[src/rtl/timer_pkg.sv]
// Shared types and constants for the MM:SS timer: digit radix rule and seven-segment patterns.
// The segment encoder is pure combinational and adds no latency.
package timer_pkg;

    typedef logic [3:0] bcd_t;

    localparam logic [6:0] SEG_BLANK = 7'h00;
    localparam logic [6:0] SEG_0     = 7'h3F;
    localparam logic [6:0] SEG_1     = 7'h06;
    localparam logic [6:0] SEG_2     = 7'h5B;
    localparam logic [6:0] SEG_3     = 7'h4F;
    localparam logic [6:0] SEG_4     = 7'h66;
    localparam logic [6:0] SEG_5     = 7'h6D;
    localparam logic [6:0] SEG_6     = 7'h7D;
    localparam logic [6:0] SEG_7     = 7'h07;
    localparam logic [6:0] SEG_8     = 7'h7F;
    localparam logic [6:0] SEG_9     = 7'h6F;

    // Even positions are units (0..9), odd positions are tens (0..5).
    function automatic int radix(input int i);
        return ((i % 2) == 0) ? 10 : 6;
    endfunction

    function automatic logic [6:0] seg_encode(input bcd_t d);
        logic [6:0] s;
        case (d)
            4'd0:    s = SEG_0;
            4'd1:    s = SEG_1;
            4'd2:    s = SEG_2;
            4'd3:    s = SEG_3;
            4'd4:    s = SEG_4;
            4'd5:    s = SEG_5;
            4'd6:    s = SEG_6;
            4'd7:    s = SEG_7;
            4'd8:    s = SEG_8;
            4'd9:    s = SEG_9;
            default: s = SEG_BLANK;
        endcase
        return s;
    endfunction

endpackage

[src/rtl/bcd_digit_counter.sv]
// One BCD digit of a ripple up/down chain with clamped parallel load.
// Value updates on the edge where load or carry-in is high; carry-out is combinational.
module bcd_digit_counter
    import timer_pkg::*;
#(
    parameter int RADIX = 10
) (
    input  logic clk_i,
    input  logic rst_ni,
    input  logic load_i,
    input  bcd_t load_val_i,
    input  logic down_i,
    input  logic cin_i,
    output bcd_t value_o,
    output logic cout_o,
    output logic is_max_o,
    output logic is_zero_o
);

    localparam bcd_t MAXV = bcd_t'(RADIX - 1);

    bcd_t value_q;
    bcd_t value_d;

    assign is_max_o  = (value_q == MAXV);
    assign is_zero_o = (value_q == '0);
    assign cout_o    = cin_i & (down_i ? is_zero_o : is_max_o);
    assign value_o   = value_q;

    always_comb begin
        value_d = value_q;
        if (load_i) begin
            value_d = (load_val_i > MAXV) ? MAXV : load_val_i;
        end else if (cin_i) begin
            if (down_i) begin
                value_d = is_zero_o ? MAXV : value_q - 1'b1;
            end else begin
                value_d = is_max_o ? '0 : value_q + 1'b1;
            end
        end
    end

    always_ff @(posedge clk_i or negedge rst_ni) begin
        if (!rst_ni) begin
            value_q <= '0;
        end else begin
            value_q <= value_d;
        end
    end

endmodule

[src/rtl/timer_disp_mux.sv]
// Up/down MM:SS timer with a scanned seven-segment driver, all on one clock.
// Count changes on the sampling edge; seg/dig lag the scan index and count by one cycle.
module timer_disp_mux
    import timer_pkg::*;
#(
    parameter int NDIG     = 4,
    parameter int SCAN_DIV = 1000
) (
    input  logic                clk,
    input  logic                rst,
    input  logic                tick,
    input  logic                run,
    input  logic                dir,
    input  logic                load,
    input  logic [4*NDIG-1:0]   preset,
    input  logic                blank_lz,
    output logic [6:0]          seg,
    output logic [NDIG-1:0]     dig,
    output logic [4*NDIG-1:0]   digits,
    output logic                zero,
    output logic                done,
    output logic                wrap
);

    localparam int PW = $clog2(SCAN_DIV);
    localparam int IW = (NDIG > 2) ? $clog2(NDIG) : 1;

    bcd_t [NDIG-1:0]  val;
    logic [NDIG:0]    carry;
    logic [NDIG-1:0]  is_max;
    logic [NDIG-1:0]  is_zero;
    logic [NDIG-1:0]  upper_zero;
    logic             step;
    logic             one_left;
    logic             done_d;
    logic             wrap_d;

    logic [PW-1:0]    presc_q, presc_d;
    logic [IW-1:0]    idx_q, idx_d;
    logic             presc_wrap;
    logic [6:0]       seg_q, seg_d;
    logic [NDIG-1:0]  dig_q, dig_d;
    logic             done_q, wrap_q;
    logic             blank;

    // Load wins over counting; a down step at all-zero is suppressed so the count holds.
    assign step     = run & tick & ~load;
    assign carry[0] = step & ~(dir & zero);

    for (genvar i = 0; i < NDIG; i++) begin : g_dig
        bcd_digit_counter #(
            .RADIX(radix(i))
        ) u_digit (
            .clk_i      (clk),
            .rst_ni     (rst),
            .load_i     (load),
            .load_val_i (preset[4*i +: 4]),
            .down_i     (dir),
            .cin_i      (carry[i]),
            .value_o    (val[i]),
            .cout_o     (carry[i+1]),
            .is_max_o   (is_max[i]),
            .is_zero_o  (is_zero[i])
        );
        assign digits[4*i +: 4] = val[i];
    end

    assign zero     = &is_zero;
    assign one_left = (val[0] == 4'd1) & (&is_zero[NDIG-1:1]);
    assign done_d   = carry[0] & dir & one_left;
    assign wrap_d   = carry[NDIG] & ~dir & (&is_max);

    always_comb begin
        upper_zero = '0;
        upper_zero[NDIG-1] = is_zero[NDIG-1];
        for (int i = NDIG - 2; i >= 0; i--) begin
            upper_zero[i] = is_zero[i] & upper_zero[i+1];
        end
    end

    assign presc_wrap = (presc_q == PW'(SCAN_DIV - 1));

    always_comb begin
        presc_d = presc_wrap ? '0 : presc_q + 1'b1;
        idx_d   = idx_q;
        if (presc_wrap) begin
            idx_d = (idx_q == IW'(NDIG - 1)) ? '0 : idx_q + 1'b1;
        end
    end

    always_comb begin
        dig_d        = '0;
        dig_d[idx_q] = 1'b1;
        blank        = blank_lz & (idx_q != '0) & upper_zero[idx_q];
        seg_d        = blank ? SEG_BLANK : seg_encode(val[idx_q]);
    end

    always_ff @(posedge clk or negedge rst) begin
        if (!rst) begin
            presc_q <= '0;
            idx_q   <= '0;
            seg_q   <= '0;
            dig_q   <= '0;
            done_q  <= 1'b0;
            wrap_q  <= 1'b0;
        end else begin
            presc_q <= presc_d;
            idx_q   <= idx_d;
            seg_q   <= seg_d;
            dig_q   <= dig_d;
            done_q  <= done_d;
            wrap_q  <= wrap_d;
        end
    end

    assign seg  = seg_q;
    assign dig  = dig_q;
    assign done = done_q;
    assign wrap = wrap_q;

endmodule

[config.mk]
export PLATFORM = sky130hd
export DESIGN_NAME = timer_disp_mux
export DESIGN_NICKNAME = d
export VERILOG_FILES = /design/src/rtl/timer_pkg.sv /design/src/rtl/bcd_digit_counter.sv /design/src/rtl/timer_disp_mux.sv
export SDC_FILE = /design/constraint.sdc
export NUM_CORES = 1
export LEC_CHECK = 0
export CAP_MARGIN = 20
export CORE_ASPECT_RATIO = 1.1
export CORE_MARGIN = 2
export CORE_UTILIZATION = 59
export CTS_BUF_LIST = sky130_fd_sc_hd__clkbuf_8
export DETAILED_ROUTE_END_ITERATION = 16
export PLACE_DENSITY = 0.89
export SYNTH_ARGS = -nofsm -noshare
export SYNTH_HDL_FRONTEND = slang
export SYNTH_SLANG_ARGS = --single-unit
[constraint.sdc]
create_clock -name clk -period 5.6 [get_ports clk]
set_clock_uncertainty 0.05 [all_clocks]
set_input_delay 1.68 -clock clk [delete_from_list [all_inputs] [get_ports clk]]
set_output_delay 1.68 -clock clk [all_outputs]
set_load 0.005 [all_outputs]
==> results.txt <==
The flow ran to the end, and the final reports show no timing, DRC or antenna violations. The number of max-cap violations is 0. The core footprint came out at 4680 sq um. Grouping stages by cell kind, the critical path spends the most delay in simple AND/OR/NAND/NOR gates. Synthesis produced about 320 cells. For this run, design rule violations remaining after detail routing come to 0. The total setup buffers inserted after CTS is 0. The worst hold slack after final layout is 0.440 ns. Setup repair after global routing left no endpoint under its margin.

The cell row count is 26. The clock transition time at the flip-flop clock pins of the worst setup and hold paths came out at 0.08 ns. The slowest stage of the critical path belongs to the cell sky130_fd_sc_hd__clkdlybuf4s50_1. Sequential cells were found to cover 35.5% of the synthesized design area. The number of buffer cells added on primary ports came out at 52. The detail-routed net length per standard cell is 16.2 um. Entering global routing, the biggest net connects 42 pins. The prevailing post-synth register cell is sky130_fd_sc_hd__dfrtp_1.

The global routing usage summed across all routing layers came out at 24.6%. The share of flip-flops with an asynchronous set or reset after synthesis is 100%. The tightest min-delay check is of the reg -> reg type.

The overall die area is 5470 sq um. The biggest cell delay along the critical path came out at approximately 0.55 ns. The number of buffers and inverters on the critical path is 1. Counting the buffers created by CTS gives 5.

Detailed placement ended at an HPWL of between 4000 and 5000 um. The hold-fix buffer count after cts is 0. Counting instances in the post-synthesis netlist gives the leading cell types as 41 x sky130_fd_sc_hd__dfrtp_1, 26 x sky130_fd_sc_hd__nor2_1, 24 x sky130_fd_sc_hd__nand2_1, 24 x sky130_fd_sc_hd__o21ai_0, 18 x sky130_fd_sc_hd__clkbuf_1.

The worst setup path is captured at an output port. The overall die height is 77.4 um. Counting the fill cells in the layout gives 353. The cell depth of the worst flop-to-flop path is 5.

The tree is rooted in a sky130_fd_sc_hd__clkbuf_8. The DRC violation total after the first TritonRoute iteration came out at 153. The via count of the first global-routing pass was 2,454. The number of hold violations in the final report is 0. The initial antenna violation count came out at 0. The mean instance size in the synthesized netlist is roughly 9.2 sq um. The most critical setup path has its startpoint at g_dig[3].u_digit.value_o[0]$_DFFE_PN0P_. The most numerous cell in the Yosys netlist is sky130_fd_sc_hd__dfrtp_1. The data arrival time of the worst path is 2.53 ns. The final layout contains routed wiring with a total length of 6570 um.

The number of detailed-routing iterations run before antenna repair came out at 6. The aggregate global routing overflow is 0. The worst path required time came out at 3.87 ns. In this run the number of cells on the critical path is 4. Summing all multi-input logic gate instances after layout gives between 1500 and 2000 sq um. The clock reaches the later pin of the worst-skew pair after about 0.30 ns. The number of flops mapped to enable cells by yosys came out at 0. The post-CTS resize count came out at 0.

The worst path uses between 70% and 80% of the clock period. At the end of routability-driven placement, the weighted congestion stood at 0.844. The worst register-to-register path ends at g_dig[1].u_digit.value_o[3]$_DFFE_PN0P_. IR analysis of the VDD net gives a maximum drop of between 0.1 and 0.15 mV. The last element of the critical path is zero. The cell that appears most often on the critical path is sky130_fd_sc_hd__nor4_1.

After routing, the total negative slack on setup checks comes to 0 ns. The count of nets after finishing is 382. Timing would allow up to around 230 MHz. The static leakage power came out at 1.38 nW. Dividing total power by cell area gives a power density of 224 nW/um^2. The number of buffers on the longest clock path came out at 2. Counting flops and latches in the post-synthesis netlist gives between 40 and 50. The number of H-tree branching levels came out at 2. The reg2reg setup slack came out at 3.08 ns. The worst register-to-register path begins at g_dig[3].u_digit.value_o[0]$_DFFE_PN0P_. The first-pass GRT wire length came out at about 11,000 um. When the netlist entered floorplanning its net count stood at ~350. Setup violations remaining at the end of the flow were counted as 0. The number of primary I/O pins is 53. The number of sinks handled by clock tree synthesis came out at 41. For this configuration, the core starts out at a cell density of a little over 60%. The worst setup path is launched from a flip-flop. The distinct cell type count of the synthesized netlist is 63. The count of inserted antenna diode cells is 0. The synthesis warning total is 0.

The synthesized cell area is 2890 sq um. The worst setup path category is reg -> out. Yosys attributes the largest share of cell area to sky130_fd_sc_hd__dfrtp_1 36%, sky130_fd_sc_hd__ha_1 4.3%, sky130_fd_sc_hd__o21ai_0 4.2%, sky130_fd_sc_hd__nor2_1 3.4%, sky130_fd_sc_hd__mux4_2 3.1%. Traced cell by cell, the critical path runs through nor4_1 -> nand3_2 -> nor4_1 -> clkdlybuf4s50_1.

The synthesis-to-layout area growth came out at 20.4%. The clock period minus final worst setup slack is 4.26 ns. The worst-margin pin slew is 0.892 ns. The clock tree from TritonCTS is built.

The top cell type by total area after synthesis is sky130_fd_sc_hd__dfrtp_1. The maximum fanout along the worst path came out at 13. The count of antenna-violating nets left after detailed routing came out at 0. The final max-slew violation count was 0. The total via count after detailed routing came out at 2,564.

The area share of the largest cell type after synthesis came out at a little over a third. Headroom to the max-slew limit came out at 40.5%. In the final layout, flip-flops and latches occupy between 1000 and 1500 sq um.

The total power consumption of the routed design came out at 781 uW. The per-cell via count in the routed design is 6.32. The floorplan step set the die width to 70.7 um. Of the cells placed in the final design, the portion with a size suffix greater than 1 is 9.43%.
==> through the flow <==
stage / setup WS, ns / cell area (sq um) / instances / util (%)
after detailed placement: 1.30 / 3360 / 398 / 71.8
after global placement: 1.43 / 3360 / 398 / 71.8
after floorplan: 2.44 / 2890 / 315 / -
after CTS: 1.35 / 3480 / 406 / 74.3
final: 1.34 / 3480 / 406 / 74.3
after global routing: 1.20 / 3480 / 406 / 74.3
==> power breakdown <==
| part | total, mW | leakage, nW | switching (mW) | internal [mW] |
|---|---|---|---|---|
| Combinational | 0.183 | 0.816 | 0.0803 | 0.103 |
| Clock | 0.242 | 0.0543 | 0.109 | 0.133 |
| Sequential | 0.355 | 0.508 | 0.0410 | 0.314 |
==> layer usage <==
metal | global-route usage [%] | share of wire, % | up-vias
li1 | - | - | 1237
met5 | 0 | 0 | -
met4 | 12.1 | 2.0 | 0
met1 | 30.2 | 40 | 1202
met3 | 3.38 | 6.6 | 14
met2 | 42.1 | 52 | 111
==> how the worst min path moves through the flow <==
stage | startpoint | to | slack [ns] | cells past startpoint
detailed placement | presc_q[0]$_DFF_PN0_ | presc_q[0]$_DFF_PN0_ | 0.43 | 1
global placement | presc_q[9]$_DFF_PN0_ | presc_q[9]$_DFF_PN0_ | 0.41 | 1
global route | presc_q[0]$_DFF_PN0_ | presc_q[0]$_DFF_PN0_ | 0.47 | 1
CTS | presc_q[9]$_DFF_PN0_ | presc_q[9]$_DFF_PN0_ | 0.44 | 1
finish | presc_q[0]$_DFF_PN0_ | presc_q[0]$_DFF_PN0_ | 0.44 | 1
floorplan | presc_q[9]$_DFF_PN0_ | presc_q[9]$_DFF_PN0_ | 0.39 | 1
==> flip-flops by register name (all words and copies together) (netlist names) <==
name                   count
g_dig.u_digit.value_o     16
presc_q                   10
seg                        7
wrap                       1
idx_q                      2
dig                        4
done                       1
==> cell usage in the layout (no fill, tap or decap), types with 6 or more instances in the layout <==
cell and n:
sky130_fd_sc_hd__clkdlybuf4s50_1 51, sky130_fd_sc_hd__nand2_1 24, sky130_fd_sc_hd__xnor2_1 10, sky130_fd_sc_hd__xor2_1 6, sky130_fd_sc_hd__dfrtp_1 41, sky130_fd_sc_hd__inv_1 13, sky130_fd_sc_hd__ha_1 10, sky130_fd_sc_hd__mux2i_1 7
sky130_fd_sc_hd__a21oi_1 17, sky130_fd_sc_hd__nand3_1 8, sky130_fd_sc_hd__o21ai_0 24, sky130_fd_sc_hd__nor4_1 9, sky130_fd_sc_hd__nor2_1 26
==> cell families after synthesis <==
family | synth area share, %
compound gates | 21.4
flops | 35.5
buf+inv | 6.02
xor+xnor | 4.85
mux | 5.93
simple gates | 21.9
fa+ha+maj | 4.33
==> layout make-up <==
class,count,share of cell area [%]
multi-input combinational,234,48.5
sequential,41,29.5
timing repair buffer,54,15.2
tap,56,2.01
clock buffer,5,1.98
inverter,13,1.40
clock inverter,3,1.33
Power figures use the tool's default switching activity.
